File: src/rtl/spmi_cmd_decode_pkg.sv
// Shared frame layout, command class codes, FSM states and decode helpers
// for the SPMI command decoder.
package spmi_cmd_decode_pkg;

  localparam int FRAME_W = 13;
  localparam int SID_MSB = 12;
  localparam int SID_LSB = 9;
  localparam int CMD_MSB = 8;
  localparam int CMD_LSB = 1;
  localparam int ENTRY_W = 17;

  localparam logic [3:0] CLS_EXT_WR   = 4'd0;
  localparam logic [3:0] CLS_SEQ      = 4'd1;
  localparam logic [3:0] CLS_AUTH_MR  = 4'd2;
  localparam logic [3:0] CLS_EXT_RD   = 4'd3;
  localparam logic [3:0] CLS_EXT_WR_L = 4'd4;
  localparam logic [3:0] CLS_EXT_RD_L = 4'd5;
  localparam logic [3:0] CLS_REG_WR   = 4'd6;
  localparam logic [3:0] CLS_REG_RD   = 4'd7;
  localparam logic [3:0] CLS_OTHER    = 4'd8;
  localparam logic [3:0] CLS_REG0_WR  = 4'd9;

  typedef enum logic [1:0] {
    ST_IDLE = 2'd0,
    ST_TAKE = 2'd1,
    ST_HOLD = 2'd2
  } state_e;

  typedef struct packed {
    logic       perr;
    logic [3:0] cls;
    logic [7:0] cmd;
    logic [3:0] sid;
  } entry_t;

  // Odd parity over the whole frame: an even number of ones is an error.
  function automatic logic parity_err(input logic [FRAME_W-1:0] frame);
    return ~^frame;
  endfunction

  function automatic logic [3:0] cmd_class(input logic [7:0] cmd);
    logic [3:0] cls;
    if (cmd[7]) begin
      cls = CLS_REG0_WR;
    end else if (cmd[6:5] == 2'b11) begin
      cls = CLS_REG_RD;
    end else if (cmd[6]) begin
      cls = CLS_REG_WR;
    end else if (cmd[5:3] == 3'b111) begin
      cls = CLS_EXT_RD_L;
    end else if (cmd[5:4] == 2'b11) begin
      cls = CLS_EXT_WR_L;
    end else if (cmd[5]) begin
      cls = CLS_EXT_RD;
    end else if (!cmd[4]) begin
      cls = CLS_EXT_WR;
    end else if (cmd[3:2] == 2'b00) begin
      cls = CLS_SEQ;
    end else if (cmd[3:1] == 3'b010) begin
      cls = CLS_AUTH_MR;
    end else begin
      cls = CLS_OTHER;
    end
    return cls;
  endfunction

endpackage

File: src/rtl/spmi_cmd_decode_fifo.sv
// Synchronous FIFO of decoded frames; pointers carry an extra wrap bit so
// full and empty are told apart without a separate flag.
module spmi_cmd_decode_fifo
  import spmi_cmd_decode_pkg::*;
#(
  parameter int DEPTH = 4,
  parameter int W     = ENTRY_W
) (
  input  logic                     i_clk,
  input  logic                     i_rst,
  input  logic                     i_push,
  input  logic [W-1:0]             i_wdata,
  input  logic                     i_pop,
  output logic [W-1:0]             o_rdata,
  output logic                     o_full,
  output logic                     o_empty,
  output logic [$clog2(DEPTH):0]   o_count
);

  localparam int AW = $clog2(DEPTH);

  logic [W-1:0] r_mem [DEPTH];
  logic [AW:0]  r_wptr;
  logic [AW:0]  r_rptr;
  logic         w_do_push;
  logic         w_do_pop;

  assign o_empty   = (r_wptr == r_rptr);
  assign o_full    = (r_wptr[AW] != r_rptr[AW]) && (r_wptr[AW-1:0] == r_rptr[AW-1:0]);
  assign o_count   = r_wptr - r_rptr;
  assign o_rdata   = r_mem[r_rptr[AW-1:0]];
  assign w_do_push = i_push && !o_full;
  assign w_do_pop  = i_pop && !o_empty;

  always_ff @(posedge i_clk) begin
    if (i_rst) begin
      r_wptr <= {(AW+1){1'b0}};
      r_rptr <= {(AW+1){1'b0}};
    end else begin
      if (w_do_push) begin
        r_wptr <= r_wptr + {{AW{1'b0}}, 1'b1};
      end
      if (w_do_pop) begin
        r_rptr <= r_rptr + {{AW{1'b0}}, 1'b1};
      end
    end
  end

  // Storage needs no reset: empty gates everything read from it.
  always_ff @(posedge i_clk) begin
    if (w_do_push) begin
      r_mem[r_wptr[AW-1:0]] <= i_wdata;
    end
  end

endmodule

File: src/rtl/spmi_cmd_decode.sv
// Accepts frames from the SPMI receiver, checks parity, classifies the command
// and queues decoded frames for the host, keeping statistics counters.
module spmi_cmd_decode
  import spmi_cmd_decode_pkg::*;
#(
  parameter int DEPTH     = 4,
  parameter bit DROP_PERR = 1'b0
) (
  input  logic               sysclk,
  input  logic               reset,
  input  logic [FRAME_W-1:0] packet,
  input  logic               valid,
  output logic               fetched,
  input  logic               overflow,
  output logic               out_valid,
  input  logic               out_ready,
  output logic [3:0]         out_sid,
  output logic [7:0]         out_cmd,
  output logic [3:0]         out_class,
  output logic               out_perr,
  output logic [15:0]        frame_cnt,
  output logic [7:0]         perr_cnt,
  output logic [7:0]         ovf_cnt
);

  localparam int CW = $clog2(DEPTH) + 1;

  state_e        r_state;
  state_e        w_state_nxt;
  logic          r_fetched;
  logic          r_ovf_q;
  logic          r_ovf_q2;
  logic [15:0]   r_frame_cnt;
  logic [7:0]    r_perr_cnt;
  logic [7:0]    r_ovf_cnt;
  entry_t        w_entry;
  entry_t        w_head;
  logic          w_take;
  logic          w_perr;
  logic          w_push;
  logic          w_full;
  logic          w_empty;
  logic [CW-1:0] w_count;

  // IDLE only leaves when the registered full flag shows room, so TAKE can always push.
  always_comb begin
    w_state_nxt = r_state;
    case (r_state)
      ST_IDLE: begin
        if (valid && !w_full) begin
          w_state_nxt = ST_TAKE;
        end else begin
          w_state_nxt = ST_IDLE;
        end
      end
      ST_TAKE: w_state_nxt = ST_HOLD;
      ST_HOLD: begin
        if (!valid) begin
          w_state_nxt = ST_IDLE;
        end else begin
          w_state_nxt = ST_HOLD;
        end
      end
      default: w_state_nxt = ST_IDLE;
    endcase
  end

  always_ff @(posedge sysclk) begin
    if (reset) begin
      r_state   <= ST_IDLE;
      r_fetched <= 1'b0;
    end else begin
      r_state   <= w_state_nxt;
      r_fetched <= (w_state_nxt == ST_TAKE);
    end
  end

  always_comb begin
    w_take       = (r_state == ST_TAKE);
    w_perr       = parity_err(packet);
    w_entry.sid  = packet[SID_MSB:SID_LSB];
    w_entry.cmd  = packet[CMD_MSB:CMD_LSB];
    w_entry.cls  = cmd_class(packet[CMD_MSB:CMD_LSB]);
    w_entry.perr = w_perr;
    w_push       = w_take && !(DROP_PERR && w_perr);
  end

  spmi_cmd_decode_fifo #(
    .DEPTH (DEPTH),
    .W     (ENTRY_W)
  ) u_fifo (
    .i_clk   (sysclk),
    .i_rst   (reset),
    .i_push  (w_push),
    .i_wdata (w_entry),
    .i_pop   (out_ready),
    .o_rdata (w_head),
    .o_full  (w_full),
    .o_empty (w_empty),
    .o_count (w_count)
  );

  // Statistics: frame count wraps, error and overflow counts stick at 8'hFF.
  always_ff @(posedge sysclk) begin
    if (reset) begin
      r_frame_cnt <= 16'h0000;
      r_perr_cnt  <= 8'h00;
      r_ovf_cnt   <= 8'h00;
      r_ovf_q     <= 1'b0;
      r_ovf_q2    <= 1'b0;
    end else begin
      r_ovf_q  <= overflow;
      r_ovf_q2 <= r_ovf_q;
      if (w_take) begin
        r_frame_cnt <= r_frame_cnt + 16'h0001;
      end
      if (w_take && w_perr && (r_perr_cnt != 8'hFF)) begin
        r_perr_cnt <= r_perr_cnt + 8'h01;
      end
      if (r_ovf_q && !r_ovf_q2 && (r_ovf_cnt != 8'hFF)) begin
        r_ovf_cnt <= r_ovf_cnt + 8'h01;
      end
    end
  end

  always_comb begin
    fetched   = r_fetched;
    frame_cnt = r_frame_cnt;
    perr_cnt  = r_perr_cnt;
    ovf_cnt   = r_ovf_cnt;
    out_valid = (w_count != {CW{1'b0}});
    if (w_empty) begin
      out_sid   = 4'h0;
      out_cmd   = 8'h00;
      out_class = 4'h0;
      out_perr  = 1'b0;
    end else begin
      out_sid   = w_head.sid;
      out_cmd   = w_head.cmd;
      out_class = w_head.cls;
      out_perr  = w_head.perr;
    end
  end

endmodule
File: config.mk
export PLATFORM = sky130hd
export DESIGN_NAME = spmi_cmd_decode
export DESIGN_NICKNAME = d
export VERILOG_FILES = /design/src/rtl/spmi_cmd_decode_pkg.sv /design/src/rtl/spmi_cmd_decode_fifo.sv /design/src/rtl/spmi_cmd_decode.sv
export SDC_FILE = /design/constraint.sdc
export NUM_CORES = 1
export LEC_CHECK = 0
export BUFFER_PORTS_ARGS = -buffer_cell sky130_fd_sc_hd__buf_2
export CAP_MARGIN = 20
export CORE_MARGIN = 8
export CORE_UTILIZATION = 45
export CTS_CLUSTER_DIAMETER = 150
export DETAILED_ROUTE_END_ITERATION = 7
export PLACE_DENSITY_LB_ADDON = 0.25
export SLEW_MARGIN = 25
export SYNTH_ARGS = -nofsm -noshare
export SYNTH_HDL_FRONTEND = slang
export SYNTH_SLANG_ARGS = --single-unit
File: constraint.sdc
create_clock -name sysclk -period 6.99 [get_ports sysclk]
set_clock_uncertainty 0.15 [all_clocks]
set_input_delay 1.0485 -clock sysclk [delete_from_list [all_inputs] [get_ports sysclk]]
set_output_delay 1.0485 -clock sysclk [all_outputs]
set_load 0.02 [all_outputs]
After elaboration in Yosys (flattened, before gate mapping):

Memory sizes are Yosys's and may differ from the RTL's. A register that Yosys moved wholly into a read port is not among the register bits.
Cells that the tools add are included.

* flip-flop bits (word level): 43
* memories kept: 1
* RAM bits: 68
* output and inout port bits: 51
* input bits: 18
* word-level logic and storage cells: 63

* eq/ne operators: 12
* $add $sub $neg: 6
* reduce and logical (&&, ||, !) cells: 15
* multiplexer cells: 20

Memories
* u_fifo.r_mem: words 4, bits a word 17, read ports 1, clocked after memory_dff 1, write ports 1, line spmi_cmd_decode_fifo.sv:22 `logic [W-1:0] r_mem [DEPTH];`

Operators by type and width (count)
* $mux W4: 11
* $add A16 B1 Y16 const B: 1
* $add A8 B1 Y8 const B: 2
* $ne A8 B8 Y1 const B: 2
* $reduce_xnor A13 Y1: 1
* $logic_and A1 B1 Y1: 8
* $mux W8: 1
* $add A3 B1 Y3 const B: 2
* $eq A2 B2 Y1 const B: 3
* $mux W2: 3
* $pmux W2 S3: 1
* $eq A2 B1 Y1 const B: 2
* $logic_not A2 Y1: 2
* $mux W1: 4
* $eq A3 B2 Y1 const B: 1
* $eq A3 B3 Y1: 1
* $eq A3 B3 Y1 const B: 1
* $logic_not A1 Y1: 3
* $reduce_bool A3 Y1: 1
* $sub A3 B3 Y3: 1
* $eq A2 B2 Y1: 1
* $ne A1 B1 Y1: 1

Longest topological paths before layout:

* depth in word-level cells: 10
* gate-level depth with buffers: 9
* mapped depth without buffers: 8

By module:

From an unflattened synthesis, not the netlist that was laid out.

* cells, all modules: 387
* area total of the unflattened synthesis: 5013.6 µm²

By module, submodules not included
* spmi_cmd_decode_fifo: instances 1, cells an instance 156, area each 3039.2 µm², seq. area each 2202.1 µm²
* spmi_cmd_decode: instances 1, cells an instance 231, area each 1974.4 µm², seq. area each 740.7 µm²

Worst setup path after synthesis:

Ideal clock, no wire load.

* path type: input -> register
* start point: input packet[2]
* end point: register r_perr_cnt[7], in the netlist perr_cnt[7]
* library setup time: 0.086 ns
* path buffers: 0
* path slack: 3.901 ns
* stages: 7
* data required time: 6.754 ns
* arrival time: 2.853 ns
* cells stage by stage: inv_1 -> ha_1 -> xor2_1 -> xnor3_1 -> xor2_1 -> or4_4 -> a221oi_2

* longest elaborated chain between the ends: 3

Ends and longest elaborated chain
* from (decl): line spmi_cmd_decode.sv:11 `input logic [FRAME_W-1:0] packet,`
* $reduce_xnor A13 Y1: line spmi_cmd_decode_pkg.sv:38 `return ~^frame;`
* $logic_and A1 B1 Y1 (2 in series): line spmi_cmd_decode.sv:117 `if (w_take && w_perr && (r_perr_cnt != 8'hFF)) begin`
* to (signal assigned): line spmi_cmd_decode.sv:118 `r_perr_cnt <= r_perr_cnt + 8'h01;`
* to (decl): line spmi_cmd_decode.sv:34 `logic [7:0] r_perr_cnt;`

No other way between the ends.
A chain may end at the register's enable or synchronous reset.

==> impl_results.md <==
- Cell area after synthesis: 4830 um^2
- CTS tree: built
- Main area contributors after synthesis: edfxtp_1 (42%), dfxtp_1 (19%), mux4_2 (7.9%), ha_1 (3.4%), xnor2_1 (3.1%)
- Vias in the first global route: between 3,000 and 4,000
- Util after Layout: 54.6%
- Skew-Pair Late Insertion Delay: between 0.5 and 0.6 ns
- Die footprint: around 14,000 um^2
- Crit-path max FO: 17
- Global route overflow: 0
- Largest net degree at the start of global routing: between 40 and 50
- Final #Nets: 473
- Total Power: between 0.0015 and 0.002 W
- Fmax: between 0.2 and 0.3 GHz
- Most used flip-flop cell after synthesis: edfxtp_1
- Fraction of layout cells with a size suffix above 1: 25.3%
- Worst IR Drop VDD: around 0.15 mV
- PortBufs: 68
- Non-Filler Instances: around 600
- Detailed Route Iter0 Violations: 146
- Setup Buffers After CTS: 0
- Post-synth ARST share: 0%
- Final setup viols: 0
- Power per cell area: between 200 and 300 nW/um^2
- Routed WL: around 9500 um
- Die Height: approximately 120 um
- Slew Limit Fails: 0
- Number of vias per cell: between 5 and 6
- Worst-path clk slew: 0.05 ns
- Rel. slew slack: between 30 and 40%
- CTS resizes: 0
- Critical path data arrival time: 2.18 ns
- Fin crit share: 48.3%
- Top-area cell type share of the netlist area: 42.2%
- Unique masters post-synth: 43
- TNS Setup: 0 ns
- Synthesized flop and latch total: ~110
- Drt drc: 0
- GRT Total Usage: ~14%
- Post-Syn Area per Cell: between 10 and 15 um^2
- CORE AREA: 10,700 um^2
- Sequential area share after synthesis: 60.9%
- Hold Slack: between 0.3 and 0.4 ns
- Placed insts: approximately 560
- Worst min path class: reg -> reg
- Number of synthesized flops with an enable pin: 68
- Synth Instances: between 300 and 400
- Dpl hpwl: 6200 um
- Outcome: finished, final reports clean
- First-pass GRT wire length: around 16,000 um
- Yosys warnings: 0
- Final Hold Viols: 0
- Clock Root Buffer: clkbuf_8
- Max_cap viols: 0
- Synth-to-layout area growth: 20.2%
- Post-Syn Nets: about 400
- Gpl congestion: 0.793
- RSZ-0062 raised after global routing: no
- Drt first pass iters: 4
- # clock sinks: ~110
- Initial Util: about 45%
- Measured slew at the worst slew-check pin: ~1.0 ns
- Startpoint class of the critical path: register
- Initial antenna violation count: 0
- Critical path type: reg -> out
- Die span in x: about 120 um
- Leakage: roughly 2.2 nW
- I/O Pins: 69
- Fillers: between 900 and 1,000
- Area leader, netlist: edfxtp_1
- CP Capture Type: output pin
- CTS H-tree depth: 4
- Number of diodes: 0
- Row cnt: 38
- Fin crit period: 3.37 ns
- CTS buffer count: 17
- CP required: 5.79 ns
- CTS Hold Buffers Added: 0
- Clock Tree Buf Depth: 2
- WL/cell: ~16 um
- DR vias: 3,037
- ANT nets after route: 0
## Yosys cell counts, drive strengths merged, types with 2 or more instances
| master | n |
|---|---|
| xor2 | 15 |
| xnor2 | 17 |
| inv | 13 |
| nand4 | 9 |
| and4 | 2 |
| nor2 | 34 |
| or4 | 4 |
| a21oi | 12 |
| nor2b | 22 |
| clkbuf | 9 |
| a31oi | 4 |
| o21bai | 2 |
| nor3 | 8 |
| and2 | 4 |
| and3 | 5 |
| a41o | 2 |
| mux2i | 3 |
| nor4b | 2 |
| o21ai | 5 |
| nand2 | 15 |
| nand3 | 10 |
| mux4 | 17 |
| buf | 4 |
| nand2b | 4 |
| o31ai | 3 |
| dfxtp | 45 |
| nand3b | 2 |
| edfxtp | 68 |
| or3 | 3 |
| ha | 13 |
## report_power, final
part / internal [W] / switching (W) / leakage, nW / total, W
sequential: 0.000730 / 0.0000111 / 0.979 / 0.000741
combinational: 0.0000919 / 0.000140 / 0.933 / 0.000232
clock: 0.000466 / 0.000270 / 0.245 / 0.000735
## logic make-up after synthesis
kind of cell	Yosys count	synth area share (%)
multiplexers	21	8.78
AND/OR/NAND/NOR	128	14.2
flip-flops	113	60.9
adder cells (fa/ha/maj)	13	3.37
AO/OA/AOI/OAI	32	4.27
XOR/XNOR	33	6.26
buffers and inverters	26	2.23
## cells in the final DEF (no fill, tap or decap), types with 13 or more instances in the layout
cell       netlist  routed
inv_1           13      13
clkbuf_16        0      16
nor2_1          34      34
mux4_2          17      17
edfxtp_1        68      68
xnor2_1         17      17
nor2b_1         22      22
xor2_1          15      15
dfxtp_1         45      45
nand2_1         15      15
ha_1            13      13
buf_2            2      68
## through the flow
step | cell area [um^2] | setup WS, ns
after floorplan | 4830 | 3.90
after CTS | 5810 | 3.55
after global placement | 5310 | 3.44
after detailed placement | 5310 | 3.35
after global routing | 5810 | 3.50
final | 5810 | 3.62
## sequential cells by signal, summed over array words and instances, names as in the netlist, named ones only
name,count
u_fifo.r_mem,68
u_fifo.r_wptr,3
ovf_cnt,8
r_ovf_q,1
u_fifo.r_rptr,3
r_ovf_q2,1
frame_cnt,16
r_state,2
fetched,1
perr_cnt,8
## critical path: stages, from the launching register on
cell     delay, ns
dfxtp_1       0.92
mux4_2        0.44
nor2b_1       0.14
buf_2         0.16
## path summary, 6_finish.rpt
kind	start	to	slack, ns	cells after the start
hold / removal	r_ovf_q	r_ovf_q2	0.32	1
hold reg to reg	r_ovf_q	r_ovf_q2	0.32	1
setup reg to reg	u_fifo.r_wptr[0]	u_fifo.r_wptr[2]	4.18	6
setup / recovery	register	out_sid[3]	3.62	3
## final cells by class
cell class / instances / area [um^2] / share of cell area (%)
Clock buffer: 25 / 444 / 7.64
Clock inverter: 7 / 61.3 / 1.06
Inverter: 13 / 48.8 / 0.840
Multi-Input combinational cell: 227 / 1780 / 30.7
Sequential cell: 113 / 2940 / 50.6
Tap cell: 140 / 175 / 3.01
Timing Repair Buffer: 70 / 355 / 6.12
## routing by layer
metal / GRT usage, % / up-vias / wire, um
li1: - / 1499 / -
met1: 15.6 / 1466 / 4130
met2: 23.5 / 60 / 4740
met3: 4.93 / 12 / 467
met4: 6.32 / 0 / 139
met5: 0 / - / 0
Power figures use the tool's default switching activity.
